File: src/rtl/oserdes_align_ctrl.sv
// OSERDES loopback bring-up: resets the serializer, sweeps the reference
// delay until the looped-back stream matches, then monitors the lock.
module oserdes_align_ctrl #(
    parameter int MAX_DELAY     = 31,
    parameter int DLY_W         = 5,
    parameter int RST_CYCLES    = 16,
    parameter int SETTLE_CYCLES = 64,
    parameter int WINDOW_BITS   = 1024,
    parameter int ERROR_LIMIT   = 0
) (
    input  logic             CLK,
    input  logic             RST,
    input  logic             I_START,
    input  logic             I_DAT_REF,
    input  logic             I_DAT_IOB,
    output logic             O_SER_RST,
    output logic [DLY_W-1:0] O_DELAY,
    output logic             O_BUSY,
    output logic             O_LOCKED,
    output logic             O_FAIL,
    output logic [15:0]      O_ERROR_CNT
);

    localparam int SR_W  = MAX_DELAY + 1;
    localparam int C1    = (RST_CYCLES > SETTLE_CYCLES) ? RST_CYCLES : SETTLE_CYCLES;
    localparam int CMAX  = (WINDOW_BITS > C1) ? WINDOW_BITS : C1;
    localparam int CNT_W = $clog2(CMAX + 1);

    typedef enum logic [2:0] {
        S_IDLE,
        S_SER_RESET,
        S_SETTLE,
        S_MEASURE,
        S_NEXT,
        S_LOCKED,
        S_FAIL
    } state_t;

    state_t             state_q, state_d;
    logic [CNT_W-1:0]   cnt_q, cnt_d;
    logic [DLY_W-1:0]   delay_q, delay_d;
    logic [15:0]        acc_q, acc_d;
    logic [15:0]        err_q, err_d;
    logic [SR_W-1:0]    sr_q, sr_d;
    logic               iob_q;
    logic               mis_q, mis_d;

    logic               tap;
    logic [15:0]        win_base;
    logic [15:0]        win_sum;
    logic               win_end;

    // sr_q[i] is the reference delayed by i+1 cycles
    always_comb begin
        sr_d = SR_W'({sr_q, I_DAT_REF});
        tap  = 1'b0;
        for (int i = 0; i <= MAX_DELAY; i++) begin
            if (delay_q == DLY_W'(i)) tap = sr_q[i];
        end
        mis_d = tap ^ iob_q;
    end

    always_comb begin
        win_base = (cnt_q == '0) ? 16'd0 : acc_q;
        win_sum  = (win_base == 16'hFFFF) ? win_base
                                          : win_base + {15'd0, mis_q};
        win_end  = (cnt_q == CNT_W'(WINDOW_BITS - 1));
    end

    always_comb begin
        state_d   = state_q;
        cnt_d     = cnt_q + CNT_W'(1);
        delay_d   = delay_q;
        acc_d     = acc_q;
        err_d     = err_q;
        O_SER_RST = 1'b0;
        O_BUSY    = 1'b0;
        O_LOCKED  = 1'b0;
        O_FAIL    = 1'b0;
        unique case (state_q)
            S_IDLE: begin
                O_SER_RST = 1'b1;
                cnt_d     = '0;
                if (I_START) state_d = S_SER_RESET;
            end
            S_SER_RESET: begin
                O_SER_RST = 1'b1;
                O_BUSY    = 1'b1;
                if (cnt_q == CNT_W'(RST_CYCLES - 1)) begin
                    state_d = S_SETTLE;
                    cnt_d   = '0;
                end
            end
            S_SETTLE: begin
                O_BUSY = 1'b1;
                if (cnt_q == CNT_W'(SETTLE_CYCLES - 1)) begin
                    state_d = S_MEASURE;
                    cnt_d   = '0;
                end
            end
            S_MEASURE: begin
                O_BUSY = 1'b1;
                acc_d  = win_sum;
                if (win_end) begin
                    err_d   = win_sum;
                    cnt_d   = '0;
                    state_d = (win_sum == 16'd0) ? S_LOCKED : S_NEXT;
                end
            end
            S_NEXT: begin
                O_BUSY = 1'b1;
                cnt_d  = '0;
                if (delay_q == DLY_W'(MAX_DELAY)) begin
                    state_d = S_FAIL;
                end else begin
                    delay_d = delay_q + DLY_W'(1);
                    state_d = S_SETTLE;
                end
            end
            S_LOCKED: begin
                O_LOCKED = 1'b1;
                acc_d    = win_sum;
                if (win_end) begin
                    err_d = win_sum;
                    cnt_d = '0;
                end
                // error-driven re-search and restart share one entry path
                if ((win_end && (win_sum > 16'(ERROR_LIMIT))) || I_START) begin
                    state_d = S_SER_RESET;
                    delay_d = '0;
                    cnt_d   = '0;
                end
            end
            S_FAIL: begin
                O_FAIL = 1'b1;
                cnt_d  = '0;
                if (I_START) begin
                    state_d = S_SER_RESET;
                    delay_d = '0;
                end
            end
            default: begin
                state_d = S_IDLE;
                cnt_d   = '0;
            end
        endcase
    end

    always_ff @(posedge CLK or posedge RST) begin
        if (RST) begin
            state_q <= S_IDLE;
            cnt_q   <= '0;
            delay_q <= '0;
            acc_q   <= '0;
            err_q   <= '0;
            sr_q    <= '0;
            iob_q   <= 1'b0;
            mis_q   <= 1'b0;
        end else begin
            state_q <= state_d;
            cnt_q   <= cnt_d;
            delay_q <= delay_d;
            acc_q   <= acc_d;
            err_q   <= err_d;
            sr_q    <= sr_d;
            iob_q   <= I_DAT_IOB;
            mis_q   <= mis_d;
        end
    end

    assign O_DELAY     = delay_q;
    assign O_ERROR_CNT = err_q;

endmodule

File: config.mk
export PLATFORM = sky130hd
export DESIGN_NAME = oserdes_align_ctrl
export DESIGN_NICKNAME = d
export VERILOG_FILES = /design/src/rtl/oserdes_align_ctrl.sv
export SDC_FILE = /design/constraint.sdc
export NUM_CORES = 1
export LEC_CHECK = 0
export ABC_AREA = 1
export CAP_MARGIN = 10
export CORE_ASPECT_RATIO = 0.5
export CORE_MARGIN = 3
export CORE_UTILIZATION = 49
export CTS_BUF_LIST = sky130_fd_sc_hd__clkbuf_8
export DETAILED_ROUTE_END_ITERATION = 10
export PLACE_DENSITY = 0.68
export SLEW_MARGIN = 20
export SYNTH_ARGS = -nofsm -noshare
export SYNTH_HDL_FRONTEND = slang
export SYNTH_SLANG_ARGS = --single-unit
File: constraint.sdc
create_clock -name CLK -period 4 [get_ports CLK]
set_input_delay 0.4 -clock CLK [delete_from_list [all_inputs] [get_ports CLK]]
set_output_delay 0.4 -clock CLK [all_outputs]
set_load 0.03 [all_outputs]
== Yosys cells after proc, flatten, opt, wreduce, memory -nomap -nowiden ==
Index checks and enable logic that the tools add are counted.
Word-level totals
  register bits after elaboration: 85
Operators by class
  $add $sub $neg: 3
  $lt $le $gt $ge: 1
  equal/unequal tests: 48
  muxes and demuxes: 55
  bitwise logic cells: 1
  reduce and logical (&&, ||, !) cells: 14
Operator list (number)
  $eq 5x5->1 const B: 16
  $mux 11: 4
  $pmux 11 s4: 1
  $eq 5x4->1 const B: 8
  $mux 1: 37
  $mux 16: 2
  $eq 5x3->1 const B: 4
  $mux 3: 6
  $pmux 3 s6: 1
  $add 16x1->16: 1
  $eq 16x16->1 const B: 1
  $gt 16x1->1 const B: 1
  $logic_not 16->1: 1
  $mux 5: 3
  $pmux 5 s3: 1
  $ne 2x2->1 const B: 6
  $add 11x1->11 const B: 1
  $eq 11x10->1 const B: 1
  $eq 11x4->1 const B: 1
  $eq 11x6->1 const B: 1
  $logic_not 11->1: 1
  $eq 5x2->1 const B: 2
  $eq 3x3->1 const B: 3
  $eq 3x2->1 const B: 2
  15 further kinds: 17

== Longest topological paths before layout ==
  depth in word-level cells: 34
  depth in mapped cells: 40

== Least setup slack after synthesis ==
Ideal clock, no wire load.
  path type: reg2reg
  start point: register cnt_q[0]
  end point: register cnt_q[0]
  library setup time: 0.070 ns
  data arrival time: 3.181 ns
  path slack: 0.749 ns
  cell stages (with the launch flop): 22
  buffers on the path: 0
  cell sequence: dfrtp_1 > inv_1 > ha_1 > nor3b_4 > nand2_4 > inv_6 > nor2_1 > ha_1 > nand4_1 > nor4_2 > nand2_2 > nor4_4 > nand3_2 > nor3_1 > xor2_1 > nand4_1 > nand3b_1 > a21oi_2 > nand2_4 > nand2_4 > a21oi_4 > nor2_2
Between the ends
  word-level cells in the longest chain between the ends: 9
Ends and longest elaborated chain
  start, declared: line 40  | logic [CNT_W-1:0] cnt_q, cnt_d;
  start signal, assigned: line 161  | cnt_q <= cnt_d;
  $logic_not 11->1: line 64  | win_base = (cnt_q == '0) ? 16'd0 : acc_q;
  $mux 16: line 64
  $add 16x1->16 / $eq 16x16->1 (equally long branches): line 66, 65
  $mux 16: line 65  | win_sum = (win_base == 16'hFFFF) ? win_base
  $gt 16x1->1: line 128  | if ((win_end && (win_sum > 16'(ERROR_LIMIT))) || I_START) begin
  $logic_and 1x1->1: line 128
  $logic_or 1x1->1: line 128
  $mux 11: line 128
  $pmux 11 s4 (*): line 80  | unique case (state_q)
  named net cnt_d[0]: line 40
The timed path passes the listed nets; every way through them passes the cells marked *.
A chain may end at the register's enable or synchronous reset.

== Worst setup path after layout ==
  start point: register cnt_q[0]
  end point: register cnt_q[6]
Same word-level chain as after synthesis.

==> results.yml <==
power_and_ir_drop:
  p_total_mw: 3.060
  vdd_drop_max_uv: 374.0
  power.density_nw_per_um2: 583.2
  p_leak_nw: 2.393
sta:
  min_period_ns: 3.752
  hold_viol: 0
  fmax_ghz: 0.2665
  fin_crit_sh: 0.9381
  finalSetupViolations: 0
  clock_skew_ns: 0.01247
  slew_violations: 0
  fin_tns_setup_ns: 0
  finalWorstSetupSlack_ns: 0.2478
  tightest_slew_ns: 0.7532
  relSlewSlack: 0.4979
synthesis:
  synth_cell_types: 43
  postSynthCellCount: 546
  synth-edff-count: 0
  netlist.area_leader.share: 0.4701
  syn_area_um2: 4524
  yosysMostFrequentCell: "nand2_1"
  synth_top_cells_by_count: "nand2_1, dfrtp_1, inv_1"
  synth_area_per_cell_um2: 8.286
  ys_seq_area_frac: 0.4701
  yosys.area.top_type: "dfrtp_1"
  ys_ff_latch: 85
  syn_nets: 561
  synth_warnings: 0
  async_flop_share: 1.000
  synth_area_leaders: "dfrtp_1, nand2_1, inv_1, nor2_1, o21ai_0"
  synthFlopType: "dfrtp_1"
floorplanning:
  core_um2: 8828
  die_h_um: 73.95
  io_pins: 30
  die_w_um: 141.9
  initial_core_util: 0.5125
  rows: 24
  die-area_um2: 10490
layout:
  final_area_um2: 5246
  fin_util: 0.5942
  drive_above_1_share: 0.1453
  fin_nets: 602
  diodes: 0
  areaGrowthSynthToFinish_pct: 15.96
cts:
  clockBufferDepth: 2
  clock_sinks: 85
  tritoncts: "yes"
  clock-root-buffer: "clkbuf_8"
  cts_hold_buf: 0
  htreeDepth: 3
  clock_latency_ns: 0.36
  cts_buffers: 9
  clkSlewWorstSetupHoldPaths_ns: 0.08
job:
  cap_violations: 0
grt:
  antenna_found_initial: 0
  grt_max_degree: 64
  grt-ovfl-total: 0
  grt_pass1_vias: 3437
  grt_pass1_wl_um: 15970
  groute.usage.overall: 0.1938
route:
  drtPass1Iterations: 4
  drc_errors: 0
  drtAntennaViolNets: 0
  vias: 3522
  dr_wl_met2_um: 4339
  wire_per_inst_um: 13.06
  highest_layer: "met4"
  wl_met3_um: 363
  drt_wl_total_um: 9256
  drt-met1-wl_um: 4449
  first_iter_violations: 191
  vias_per_cell: 4.968
worst_hold_path:
  hold_path.class: "reg -> reg"
placed_design:
  post_dp_cell_area_um2: 4943
  dp_hpwl_um: 6515
  portBuffers: 29
  place_ws_ns: 0.2354
  routabilityCongestion: 0.8473
critical_path:
  cp_max_fo: 9
  endpoint_kind: "register"
  critPathLaunchType: "register"
  crit_type: "reg -> reg"
  crit_arrival_ns: 4.04
  required_ns: 4.29
outcome:
  status: "completed"
## worst paths after layout
check	depth (start not counted)	endpoint	slack (ns)	startpoint
max in group asynchronous	3	sr_q[13]	2.67	RST
min in group asynchronous	2	O_ERROR_CNT[8]	0.53	RST
hold reg to reg	0	sr_q[3]	0.38	sr_q[2]
setup reg to reg	22	cnt_q[6]	0.25	cnt_q[0]
setup / recovery	22	cnt_q[6]	0.25	cnt_q[0]
hold / removal	0	sr_q[3]	0.38	sr_q[2]
## per-layer routing
metal / vias to the layer above / track usage
met5: - / 0
met4: 0 / 0.06702
met3: 11 / 0.05652
met2: 58 / 0.3253
met1: 1641 / 0.2459
li1: 1812 / -
## sequential cells by signal, indices dropped and copies added, names as in the netlist
signal	flops
acc_q	16
state_q	3
mis_q	1
iob_q	1
O_ERROR_CNT	16
cnt_q	11
sr_q	32
O_DELAY	5
## cells in the final DEF (no fill, tap or decap), types with 13 or more instances in the layout
| cell | synthesis | final |
|---|---|---|
| dfrtp_1 | 85 | 85 |
| nand2_1 | 120 | 120 |
| nand3_1 | 22 | 21 |
| clkdlybuf4s50_1 | 0 | 29 |
| nor2_2 | 14 | 13 |
| buf_4 | 0 | 13 |
| o21ai_0 | 37 | 37 |
| nor3_1 | 19 | 19 |
| inv_1 | 81 | 81 |
| nor2_1 | 54 | 54 |
## repair_timing
action / in CTS / in global routing
endpoints found under the setup margin: 0 / 19
resized for setup: 0 / 4
setup buffers: 0 / 8
## power by group
group	internal (mW)	leakage [nW]	switching (mW)
clock network	0.381	0.121	0.296
logic	0.457	1.18	0.891
registers	0.939	1.09	0.0951
## kinds of logic (layout without fill, tap and decap cells)
family	after synthesis	count (layout)	share of synthesized area
xor+xnor	16	16	0.03263
mux	2	2	0.004978
simple gates	267	267	0.2915
fa+ha+maj	10	10	0.02765
compound gates	70	70	0.08988
buf+inv	96	142	0.08324
flops	85	85	0.4701
## area by class of cell
type,count,area [µm²]
Inverter,84,322.8
Tap cell,117,146.4
Sequential cell,85,2127
Timing Repair Buffer,42,387.9
Clock inverter,5,73.82
Fill cell,810,3582
Multi-Input combinational cell,365,2037
Clock buffer,11,151.4
## worst max-delay path, stage by stage (launching register included)
cell	delay [ns]
dfrtp_1	0.38
inv_1	0.07
ha_1	0.19
nor3b_4	0.15
nand2_4	0.10
inv_6	0.06
nor2_1	0.09
ha_2	0.18
nand4_1	0.13
nor4_2	0.36
nand2_2	0.13
nor4_4	0.27
nand3_2	0.16
nor2_4	0.14
nand3_2	0.09
xnor2_2	0.20
nand4_1	0.09
nand3b_1	0.23
a21oi_2	0.22
nand2_4	0.12
nand2_4	0.10
a21oi_4	0.11
nor2_2	0.10
## stage by stage
| step | hold slack (ns) | instances |
|---|---|---|
| finish | 0.3772 | 709 |
| global route | 0.3966 | 709 |
| CTS | 0.3807 | 701 |
| global placement | 0.3579 | 685 |
| detailed placement | 0.3581 | 685 |
| floorplan | 0.3454 | 546 |
(Power assumes the default switching activity.)
